$ cat config.mk
export PLATFORM = sky130hd
export DESIGN_NAME = vga_pattern_sequencer
export DESIGN_NICKNAME = d
export VERILOG_FILES = /design/src/rtl/vga_pattern_sequencer.sv
export SDC_FILE = /design/constraint.sdc
export NUM_CORES = 1
export LEC_CHECK = 0
export ABC_AREA = 1
export BUFFER_PORTS_ARGS = -buffer_cell sky130_fd_sc_hd__buf_2
export CAP_MARGIN = 10
export CORE_AREA = 2 2 39 41
export CTS_CLUSTER_SIZE = 12
export DETAILED_ROUTE_END_ITERATION = 16
export DIE_AREA = 0 0 41 43
export PLACE_DENSITY_LB_ADDON = 0.08
export SYNTH_ARGS = -nofsm -noshare
export SYNTH_HDL_FRONTEND = slang
export SYNTH_SLANG_ARGS = --single-unit
$ cat constraint.sdc
create_clock -name clk -period 0.8 [get_ports clk]
set_input_delay 0.08 -clock clk [delete_from_list [all_inputs] [get_ports clk]]
set_output_delay 0.08 -clock clk [all_outputs]
set_load 0.1 [all_outputs]
$ cat src/rtl/vga_pattern_sequencer.sv
// Test-pattern sequencer: applies manual pattern requests on vsync frame boundaries.
// Auto cycling and the frame counter are built only when PATTERN_AUTO_CYCLE_EN is defined.
module vga_pattern_sequencer #(
   parameter int unsigned FRAMES_PER_PATTERN = 60
) (
   input  logic       clk,
   input  logic       rstn,
   input  logic       i_vs,
   input  logic       i_req,
   input  logic [1:0] i_req_pat,
   input  logic       i_auto,
   output logic [1:0] o_pattern_select,
   output logic       o_ack,
   output logic       o_busy,
   output logic [7:0] o_frame_cnt
);

   typedef enum logic {IDLE = 1'b0, PENDING = 1'b1} state_t;

   state_t     state;
   logic       vs_d;
   logic       fb;
   logic       apply;
   logic [1:0] pend_pat;
   logic [1:0] apply_pat;

   assign fb    = vs_d & ~i_vs;
   assign apply = (state == PENDING) && fb;
   // A request landing on the applying boundary still wins over the latched one
   assign apply_pat = i_req ? i_req_pat : pend_pat;

   // Request handshake: latch, hold until a frame boundary, then acknowledge
   always_ff @(posedge clk) begin
      if (!rstn) begin
         state    <= IDLE;
         vs_d     <= 1'b1;
         pend_pat <= 2'd0;
         o_ack    <= 1'b0;
         o_busy   <= 1'b0;
      end else begin
         vs_d  <= i_vs;
         o_ack <= 1'b0;
         case (state)
            IDLE: begin
               if (i_req) begin
                  pend_pat <= i_req_pat;
                  o_busy   <= 1'b1;
                  state    <= PENDING;
               end
            end
            PENDING: begin
               if (fb) begin
                  o_ack  <= 1'b1;
                  o_busy <= 1'b0;
                  state  <= IDLE;
               end else if (i_req) begin
                  pend_pat <= i_req_pat;
               end
            end
            default: state <= IDLE;
         endcase
      end
   end

`ifdef PATTERN_AUTO_CYCLE_EN
   localparam logic [7:0] LAST_FRAME = 8'(FRAMES_PER_PATTERN - 1);

   logic [7:0] frame_cnt;
   logic       advance;

   assign advance     = fb && i_auto && (frame_cnt == LAST_FRAME);
   assign o_frame_cnt = frame_cnt;

   // Manual apply outranks auto advance; the counter saturates when not cycling
   always_ff @(posedge clk) begin
      if (!rstn) begin
         o_pattern_select <= 2'd0;
         frame_cnt        <= 8'd0;
      end else if (apply) begin
         o_pattern_select <= apply_pat;
         frame_cnt        <= 8'd0;
      end else if (advance) begin
         o_pattern_select <= o_pattern_select + 2'd1;
         frame_cnt        <= 8'd0;
      end else if (fb && (frame_cnt != 8'hFF)) begin
         frame_cnt <= frame_cnt + 8'd1;
      end
   end
`else
   logic unused_auto;
   assign unused_auto = i_auto;
   assign o_frame_cnt = 8'd0;

   always_ff @(posedge clk) begin
      if (!rstn) begin
         o_pattern_select <= 2'd0;
      end else if (apply) begin
         o_pattern_select <= apply_pat;
      end
   end
`endif

endmodule

==> impl_metrics.env, run 1 <==
export IMPL_ir_worst_vdd_v=0.00106
export IMPL_rsz0062_at_grt="yes"
export IMPL_critPathArrivalTime_ps=780
export IMPL_critPathBufInv=1
export IMPL_leakagePower_nw=0.248
export IMPL_rows=14
export IMPL_worstHoldStart="rstn"
export IMPL_finalHoldViolations=0
export IMPL_slew_viol_final=0
export IMPL_path_cells="buf_12"
export IMPL_critical_path_class="flip-flop to primary output"
export IMPL_overflow=0
export IMPL_timing_hold_ws_ps=63.8
export IMPL_via_count=303
export IMPL_grt_pass1_wl_um=931
export IMPL_grt_max_degree=8
export IMPL_layout_commonest_cell="nand2_1"
export IMPL_synth_distinct_cells=9
export IMPL_postSynthAreaPerCell_um2=7.43
export IMPL_yosys_area_top_type="dfxtp_1"
export IMPL_syn_to_final_growth_pct=42.1
export IMPL_final_cells=76
export IMPL_wire_per_inst_um=7.95
export IMPL_die_w_um=41
export IMPL_report_final_setup_viol=4
export IMPL_cpMaxStageDelayCell="dfxtp_2"
export IMPL_antenna_found_initial=0
export IMPL_fin_util=0.366
export IMPL_ff2ff_setup_slack_ps=40
export IMPL_die_h_um=43
export IMPL_ys_ff_latch=8
export IMPL_netlist_area_um2=357
export IMPL_grt_pass1_vias=233
export IMPL_cts_tree="done"
export IMPL_yosys_top_cells_area="dfxtp_1 (45%), nand2_1 (18%), buf_4 (17%)"
export IMPL_ios=19
export IMPL_synth_warnings=0
export IMPL_core_area_mm2=0.00138
export IMPL_drv_cap=0
export IMPL_dp_cells=73
export IMPL_timing_fmax_ghz=1.16
export IMPL_cts_inserted_buffers=3
export IMPL_ys_seq_area_frac=0.449
export IMPL_pre_cts_ws_ps=-46.7
export IMPL_nets=68
export IMPL_portBuffers=9
export IMPL_routed_wirelength_um=604
export IMPL_hold_path_end="vs_d$_SDFF_PN1_"
export IMPL_synthCells=48
export IMPL_antenna_cells=0
export IMPL_critical_path_max_stage_delay_ps=350
export IMPL_status="finished, violations left"
export IMPL_fin_skew_ps=1.00
export IMPL_rr_endpoint="o_pattern_select[0]$_SDFFE_PN0P_"
export IMPL_via_per_inst=3.99
export IMPL_dieArea_mm2=0.00176
export IMPL_start_util=0.258
export IMPL_cts_buffer_depth=2
export IMPL_path_delay_family="flip-flops"
export IMPL_postRouteAntennaNets=0
export IMPL_r2r_start="vs_d$_SDFF_PN1_"
export IMPL_reg2regPathDepth=4
export IMPL_worstHoldPathType="input pin to flip-flop"
export IMPL_dr_pass1_iters=4
export IMPL_fin_crit_ps=860
export IMPL_gp_congestion=0.684
export IMPL_crit_path_max_fanout=2
export IMPL_cts_setup_buffers=0
export IMPL_drcViolationCount=0
export IMPL_tns_ps=-220
export IMPL_yosys_area_top_type_share=0.449
export IMPL_h_tree_depth=1
export IMPL_violations="negative setup slack"
export IMPL_clock_sinks=8
export IMPL_cp_start_kind="flip-flop"
export IMPL_cp_end_kind="primary output"
export IMPL_hpwl_um=444
export IMPL_clk_pin_slew_worst_paths_ps=60
export IMPL_cts_hold_buf=0
export IMPL_layout_drive_gt1_share=0.383
export IMPL_first_iter_violations=8
export IMPL_setup_slack_ps=-60.0
export IMPL_mostFrequentLayoutCells="nand2_1 (16), conb_1 (8), buf_2 (5)"
export IMPL_required_ps=720
export IMPL_root_buffer="clkbuf_4"
export IMPL_worstSkewPairLatency_ps=260
export IMPL_period_share=1.08
export IMPL_power_density_mw_per_mm2=2210
export IMPL_worstHoldPathCells=2
export IMPL_track_usage=0.0866
## state kept, by name, summed over array words and instances, names as in the netlist
name and flops:
state 1, vs_d 1, o_busy 1, o_ack 1, o_pattern_select 2, pend_pat 2
## cell families (layout without fill, tap and decap cells)
group | after synthesis | count (layout) | share of synthesized area
simple gates | 29 | 29 | 0.351
flops | 8 | 8 | 0.449
other cells | 1 | 8 | 0.0105
buf+inv | 10 | 15 | 0.189
## Yosys cell counts (all sizes together)
cell	n
buf	8
nor2	6
nand2	18
nand3	5
dfxtp	8
conb	1
inv	2
## timing repair
action                     CTS  global route
pin swaps                    1             5
resized for setup            1             6
setup endpoints to repair   10            10
## metrics by stage
| step | instance area [µm²] | power [mW] |
|---|---|---|
| after global routing | 507 | 1.16 |
| after global placement | 465 | 0.777 |
| final | 507 | 1.12 |
| after detailed placement | 465 | 0.776 |
| after floorplan | 393 | 0.735 |
| after CTS | 497 | 1.13 |
## report_power, final
part           internal [mW]  total [mW]  switching [mW]  leakage [nW]
clock                  0.192       0.346           0.154        0.0150
sequential             0.418       0.439          0.0218        0.0684
combinational         0.0617       0.332           0.270         0.164
## worst register-to-register path: cells and delay by family, from the launching register on
family | cells | cell delay, ps
flops | 1 | 360
simple gates | 4 | 340
## area by class of cell
| type | instances | area [µm²] |
|---|---|---|
| inverters | 2 | 7.51 |
| well taps | 16 | 20.0 |
| multi-input cells | 37 | 173 |
| fillers | 161 | 877 |
| flip-flops and latches | 8 | 175 |
| repair buffers | 9 | 105 |
| clock buffers | 4 | 26.3 |
## worst max path at each step
| stage | start | endpoint | slack [ps] | cells after the start |
|---|---|---|---|---|
| 2_1_floorplan | o_busy$_SDFFE_PN0P_ | o_busy$_SDFFE_PN0P_ | -100 | 2 |
| 3_3_place_gp | state$_SDFF_PN0_ | pend_pat[0]$_SDFFE_PN0P_ | -60 | 3 |
| 3_5_place_dp | state$_SDFF_PN0_ | pend_pat[0]$_SDFFE_PN0P_ | -50 | 3 |
| 4_1_cts | o_pattern_select[1]$_SDFFE_PN0P_ | o_pattern_select[1] | -70 | 1 |
| 5_1_grt | o_pattern_select[1]$_SDFFE_PN0P_ | o_pattern_select[1] | -90 | 1 |
| 6_report | o_busy$_SDFFE_PN0P_ | o_busy | -60 | 1 |
## metal layers
layer  share of wire  vias up  GRT usage
li1                -      154          -
met2            0.41       15     0.0938
met4           0.045        0      0.120
met5               0        -          0
met3           0.084        4     0.0314
met1            0.46      130      0.104
Note: power is estimated with default switching activity, not from simulation.
==> run 2, diff against run 1 <==
Settings changed: PLACE_DENSITY_LB_ADDON 0.08 to 0.15.
==> run 2 against run 1 <==
Effect of this change: the run still ends with negative setup slack left; worst hold slack worse by 3.4 ps; sequential power hardly changed; maximum frequency is 0.61% lower; largest power group unchanged; die area stayed put; clock power is 7.5% lower; cell count is 1.3% higher; count of clock-buffer cells in the layout is 1 lower; critical path depth stayed put.
==> impl_metrics.env, run 2 (same netlist as run 1, synthesis figures left out) <==
export IMPL_status="finished, violations left"
export IMPL_violations="negative setup slack"
export IMPL_p_sw_frac=0.402
export IMPL_required_ps=720
export IMPL_routed_wirelength_um=626
export IMPL_critPathBufInv=1
export IMPL_overflow=0
export IMPL_critical_path_class="flip-flop to primary output"
export IMPL_switchingPower_mw=0.442
export IMPL_clk_pin_slew_worst_paths_ps=60
export IMPL_ios=19
export IMPL_antenna_found_initial=0
export IMPL_ir_worst_vdd_v=0.000845
export IMPL_report_final_setup_viol=4
export IMPL_slew_viol_final=0
export IMPL_critical_path_max_stage_delay_ps=350
export IMPL_layout_commonest_cell="nand2_1"
export IMPL_grt_pass1_wl_um=972
export IMPL_critPathArrivalTime_ps=790
export IMPL_seq_power_share=0.397
export IMPL_dieArea_mm2=0.00176
export IMPL_pre_cts_ws_ps=-44.2
export IMPL_crit_path_max_fanout=2
export IMPL_seq_area_um2=178
export IMPL_ff2ff_setup_slack_ps=40
export IMPL_worstHoldPathType="input pin to flip-flop"
export IMPL_grt_max_degree=8
export IMPL_core_area_mm2=0.00138
export IMPL_cp_start_kind="flip-flop"
export IMPL_cp_end_kind="primary output"
export IMPL_fin_util=0.380
export IMPL_postRouteAntennaNets=0
export IMPL_setup_slack_ps=-65.3
export IMPL_cts_inserted_buffers=3
export IMPL_leakagePower_nw=0.260
export IMPL_via_count=290
export IMPL_cts_hold_buf=0
export IMPL_die_h_um=43
export IMPL_path_cells="buf_12"
export IMPL_worstSkewPairLatency_ps=260
export IMPL_rsz0062_at_grt="yes"
export IMPL_multiInputGateArea_um2=178
export IMPL_first_iter_violations=6
export IMPL_path_delay_family="flip-flops"
export IMPL_wire_per_inst_um=8.13
export IMPL_power_density_mw_per_mm2=2090
export IMPL_cts_tree="done"
export IMPL_fin_crit_ps=865
export IMPL_cpMaxStageDelayCell="dfxtp_2"
export IMPL_pwr_share_comb=0.312
export IMPL_via_per_inst=3.77
export IMPL_hpwl_um=428
export IMPL_clock_sinks=8
export IMPL_nets=70
export IMPL_power_frac_clock=0.291
export IMPL_dr_pass1_iters=4
export IMPL_grt_pass1_vias=230
export IMPL_top_regs="o_pattern_select (2), pend_pat (2)"
export IMPL_p_int_mw=0.658
export IMPL_gp_congestion=0.665
export IMPL_drcViolationCount=0
export IMPL_cts_buffer_depth=2
export IMPL_mostFrequentLayoutCells="nand2_1 (16), conb_1 (8), buf_2 (5)"
export IMPL_root_buffer="clkbuf_4"
export IMPL_syn_to_final_growth_pct=47.4
export IMPL_fin_area_um2=526
export IMPL_track_usage=0.0890
export IMPL_antenna_cells=0
export IMPL_period_share=1.08
export IMPL_dpl_cell_area_um2=465
export IMPL_rows=14
export IMPL_start_util=0.258
export IMPL_timing_fmax_ghz=1.16
export IMPL_fin_skew_ps=6.27
export IMPL_die_w_um=41
export IMPL_layout_drive_gt1_share=0.410
export IMPL_finalHoldViolations=0
export IMPL_portBuffers=9
export IMPL_h_tree_depth=1
export IMPL_nFillCells=151
export IMPL_drv_cap=0
-- run 2: cell types whose count changed in the layout (fill, tap and decap cells not counted) --
cell / previous run / this run
buf_4: 0 / 2
clkbuf_1: 1 / 0
dfxtp_2: 3 / 2
dfxtp_4: 3 / 4
nand2_2: 2 / 1
nand2_4: 0 / 1
-- run 2: power groups by stage --
stage          Combinational (mW)  Clock [mW]  Sequential [mW]
2_1_floorplan               0.234           0            0.500
5_1_grt                     0.362       0.360            0.439
6_report                    0.343       0.320            0.437
3_5_place_dp                0.333           0            0.442
3_3_place_gp                0.334           0            0.442
4_1_cts                     0.335       0.333            0.436
-- run 2: timing repair --
| item | 4_1_cts | 5_1_grt |
|---|---|---|
| buffers inserted | 0 | 1 |
| resized for setup | 2 | 7 |
| pin swaps | 0 | 11 |
| setup endpoints to repair | 10 | 10 |
-- run 2: layer usage --
| metal | vias to the layer above | GRT usage | part of all wire |
|---|---|---|---|
| li1 | 158 | - | - |
| met1 | 115 | 0.132 | 0.47 |
| met2 | 13 | 0.0938 | 0.40 |
| met3 | 4 | 0.0314 | 0.093 |
| met4 | 0 | 0.0800 | 0.027 |
| met5 | - | 0 | 0 |
-- run 2: worst paths after layout --
path / startpoint / end / depth (start not counted)
min: rstn / vs_d$_SDFF_PN1_ / 2
max: o_busy$_SDFFE_PN0P_ / o_busy / 1
max reg2reg: vs_d$_SDFF_PN1_ / pend_pat[1]$_SDFFE_PN0P_ / 4
min reg2reg: pend_pat[0]$_SDFFE_PN0P_ / pend_pat[0]$_SDFFE_PN0P_ / 2
-- run 2: through the flow --
step / power (mW) / cells / hold slack, ps / TNS (ps)
after CTS: 1.10 / 76 / 25.0 / -251
final: 1.10 / 77 / 60.4 / -214
after global routing: 1.16 / 77 / 65.1 / -347
after global placement: 0.776 / 73 / 280 / -254
after floorplan: 0.735 / 55 / 149 / -96.7
after detailed placement: 0.775 / 73 / 283 / -168
-- run 2: area by class of cell --
type / count / area share
clock buffers: 3 / 0.0429
inverters: 2 / 0.0143
multi-input cells: 37 / 0.338
flip-flops and latches: 8 / 0.338
well taps: 16 / 0.0381
repair buffers: 11 / 0.229
==> run 3, diff against run 2 <==
Settings changed: ABC_AREA 1 to default.
==> run 3 against run 2 <==
Effect of this change: the run still ends with negative setup slack left; synthesized area grew 2.5%; worst hold slack got worse by 6.9 ps; worst setup slack worse by 0.56 ps; sequential power increased by 2%; critical path depth up 1; combinational power grew 9.9%; via count fell by 3.1%; die area stayed put; maximum frequency hardly changed; critical path type is now flip-flop to flip-flop.
==> impl_metrics.env, run 3 <==
export IMPL_status="finished, violations left"
export IMPL_violations="negative setup slack"
export IMPL_dr_pass1_iters=2
export IMPL_cp_start_kind="flip-flop"
export IMPL_crit_path_max_fanout=4
export IMPL_postSynthAreaPerCell_um2=8.91
export IMPL_ys_ff_latch=8
export IMPL_required_ps=950
export IMPL_mostFrequentLayoutCells="nand2_1 (8), conb_1 (8), buf_2 (5)"
export IMPL_die_h_um=43
export IMPL_synthFlopType="dfxtp_1"
export IMPL_netlist_area_um2=365
export IMPL_drcViolationCount=0
export IMPL_worstHoldStart="i_vs"
export IMPL_nets=62
export IMPL_slew_viol_final=0
export IMPL_report_final_setup_viol=6
export IMPL_clock_sinks=8
export IMPL_gp_congestion=0.705
export IMPL_r2r_start="vs_d$_SDFF_PN1_"
export IMPL_hpwl_um=453
export IMPL_grt_pass1_wl_um=959
export IMPL_wire_per_inst_um=8.65
export IMPL_clk_pin_slew_worst_paths_ps=50
export IMPL_cts_inserted_buffers=3
export IMPL_worstSkewPairLatency_ps=260
export IMPL_rsz0062_at_grt="yes"
export IMPL_grt_max_degree=9
export IMPL_yosysMostFrequentCell="nand2_1"
export IMPL_yosys_top_cells_area="dfxtp_1 (44%), buf_4 (16%), mux2i_1 (11%)"
export IMPL_via_count=281
export IMPL_worstHoldPathType="input pin to flip-flop"
export IMPL_cts_hold_buf=0
export IMPL_yosys_area_top_type_share=0.438
export IMPL_nFillCells=147
export IMPL_grt_pass1_vias=246
export IMPL_track_usage=0.0926
export IMPL_cp_end_kind="flip-flop"
export IMPL_tns_ps=-334
export IMPL_postRouteAntennaNets=0
export IMPL_cts_buffer_depth=2
export IMPL_ios=19
export IMPL_via_per_inst=4.07
export IMPL_async_flop_share=0
export IMPL_dpl_cell_area_um2=475
export IMPL_cts_tree="done"
export IMPL_dieArea_mm2=0.00176
export IMPL_die_w_um=41
export IMPL_syn_to_final_growth_pct=37.3
export IMPL_ys_seq_area_frac=0.438
export IMPL_ff2ff_setup_slack_ps=-70
export IMPL_overflow=0
export IMPL_synth_distinct_cells=12
export IMPL_antenna_cells=0
export IMPL_ir_worst_vdd_v=0.000873
export IMPL_routed_wirelength_um=597
export IMPL_reg2regPathDepth=2
export IMPL_finalHoldViolations=0
export IMPL_fin_area_um2=502
export IMPL_period_share=1.08
export IMPL_h_tree_depth=1
export IMPL_yosys_area_top_type="dfxtp_1"
export IMPL_setup_slack_ps=-65.8
export IMPL_drv_cap=0
export IMPL_pre_cts_ws_ps=-60.6
export IMPL_hold_path_end="vs_d$_SDFF_PN1_"
export IMPL_power_mw=1.14
export IMPL_synth_edf_count=0
export IMPL_antenna_found_initial=0
export IMPL_first_iter_violations=3
export IMPL_critical_path_class="flip-flop to flip-flop"
export IMPL_rows=14
export IMPL_dp_cells=66
export IMPL_core_area_mm2=0.00138
export IMPL_root_buffer="clkbuf_4"
export IMPL_top_regs="o_pattern_select (2), pend_pat (2)"
export IMPL_layout_drive_gt1_share=0.396
export IMPL_timing_fmax_ghz=1.15
export IMPL_leakagePower_nw=0.258
export IMPL_worstHoldPathCells=2
export IMPL_synthCells=41
export IMPL_fin_crit_ps=866
export IMPL_synth_warnings=0
export IMPL_rr_endpoint="o_pattern_select[0]$_SDFFE_PN0P_"
export IMPL_start_util=0.264
export IMPL_critPathArrivalTime_ps=1010
export IMPL_fin_skew_ps=1.42
export IMPL_final_cells=69
export IMPL_power_density_mw_per_mm2=2270
export IMPL_yosys_top_cells_count="nand2_1 (9), buf_4 (8), dfxtp_1 (8), mux2i_1 (4), nor2_1 (4)"
export IMPL_portBuffers=9
run 3: cell count changes after synthesis, sizes merged:
cell	delta
a21oi	+1
and3b	+1
inv	-1
mux2i	+4
nand2	-9
nand2b	+1
nand3	-5
nand3b	+1
nor2	-2
o211a	+2
run 3: worst max path at each step:
| stage | slack (ps) | depth (start not counted) | endpoint | from |
|---|---|---|---|---|
| global placement | -50 | 2 | o_pattern_select[1]$_SDFFE_PN0P_ | vs_d$_SDFF_PN1_ |
| CTS | -70 | 1 | o_pattern_select[0] | o_pattern_select[0]$_SDFFE_PN0P_ |
| detailed placement | -60 | 2 | o_pattern_select[0]$_SDFFE_PN0P_ | vs_d$_SDFF_PN1_ |
| floorplan | -120 | 1 | o_pattern_select[0]$_SDFFE_PN0P_ | o_pattern_select[0]$_SDFFE_PN0P_ |
| global route | -90 | 2 | o_pattern_select[0]$_SDFFE_PN0P_ | vs_d$_SDFF_PN1_ |
| finish | -70 | 2 | o_pattern_select[0]$_SDFFE_PN0P_ | vs_d$_SDFF_PN1_ |
run 3: timing repair:
item,4_1_cts,5_1_grt
resized for setup,2,0
gates cloned,0,0
buffers inserted,0,0
hold endpoints to repair,0,0
pin swaps,2,1
setup endpoints to repair,8,8
run 3: critical path: stages (launching register included):
cell     delay [ps]
dfxtp_2         320
and3b_2         230
o211a_1         210
run 3: cells by family (layout without fill, tap and decap cells):
| logic type | Yosys count | in the layout | synth area share |
|---|---|---|---|
| buffers and inverters | 9 | 14 | 0.175 |
| AOI/OAI and AO/OA | 3 | 3 | 0.0685 |
| and+or+nand+nor | 16 | 16 | 0.199 |
| DFF | 8 | 8 | 0.438 |
| other | 1 | 8 | 0.0103 |
| muxes | 4 | 4 | 0.110 |
run 3: cell type report:
type / instances / area [µm²] / area share
Clock buffer: 3 / 22.5 / 0.0449
Inverter: 1 / 3.75 / 0.00748
Multi-Input combinational cell: 31 / 170 / 0.339
Sequential cell: 8 / 173 / 0.344
Tap cell: 16 / 20.0 / 0.0399
Timing Repair Buffer: 10 / 113 / 0.224
run 3: metrics by stage:
stage | hold WS, ps | util
CTS | 58.2 | 0.363
global route | 93.1 | 0.363
floorplan | 175 | -
finish | 53.5 | 0.363
global placement | 321 | 0.344
detailed placement | 328 | 0.344
run 3: where the power goes:
part / leakage [nW] / switching (mW) / internal (mW) / total, mW
clock: 0.0138 / 0.147 / 0.172 / 0.319
sequential: 0.0682 / 0.0189 / 0.425 / 0.444
combinational: 0.176 / 0.291 / 0.0861 / 0.377
run 3: metal layers:
metal,vias to the layer above,part of all wire,global-route usage
met5,-,0,0
met4,0,0.050,0.140
met3,4,0.054,0.0314
met2,9,0.47,0.109
met1,126,0.43,0.0971
li1,142,-,-
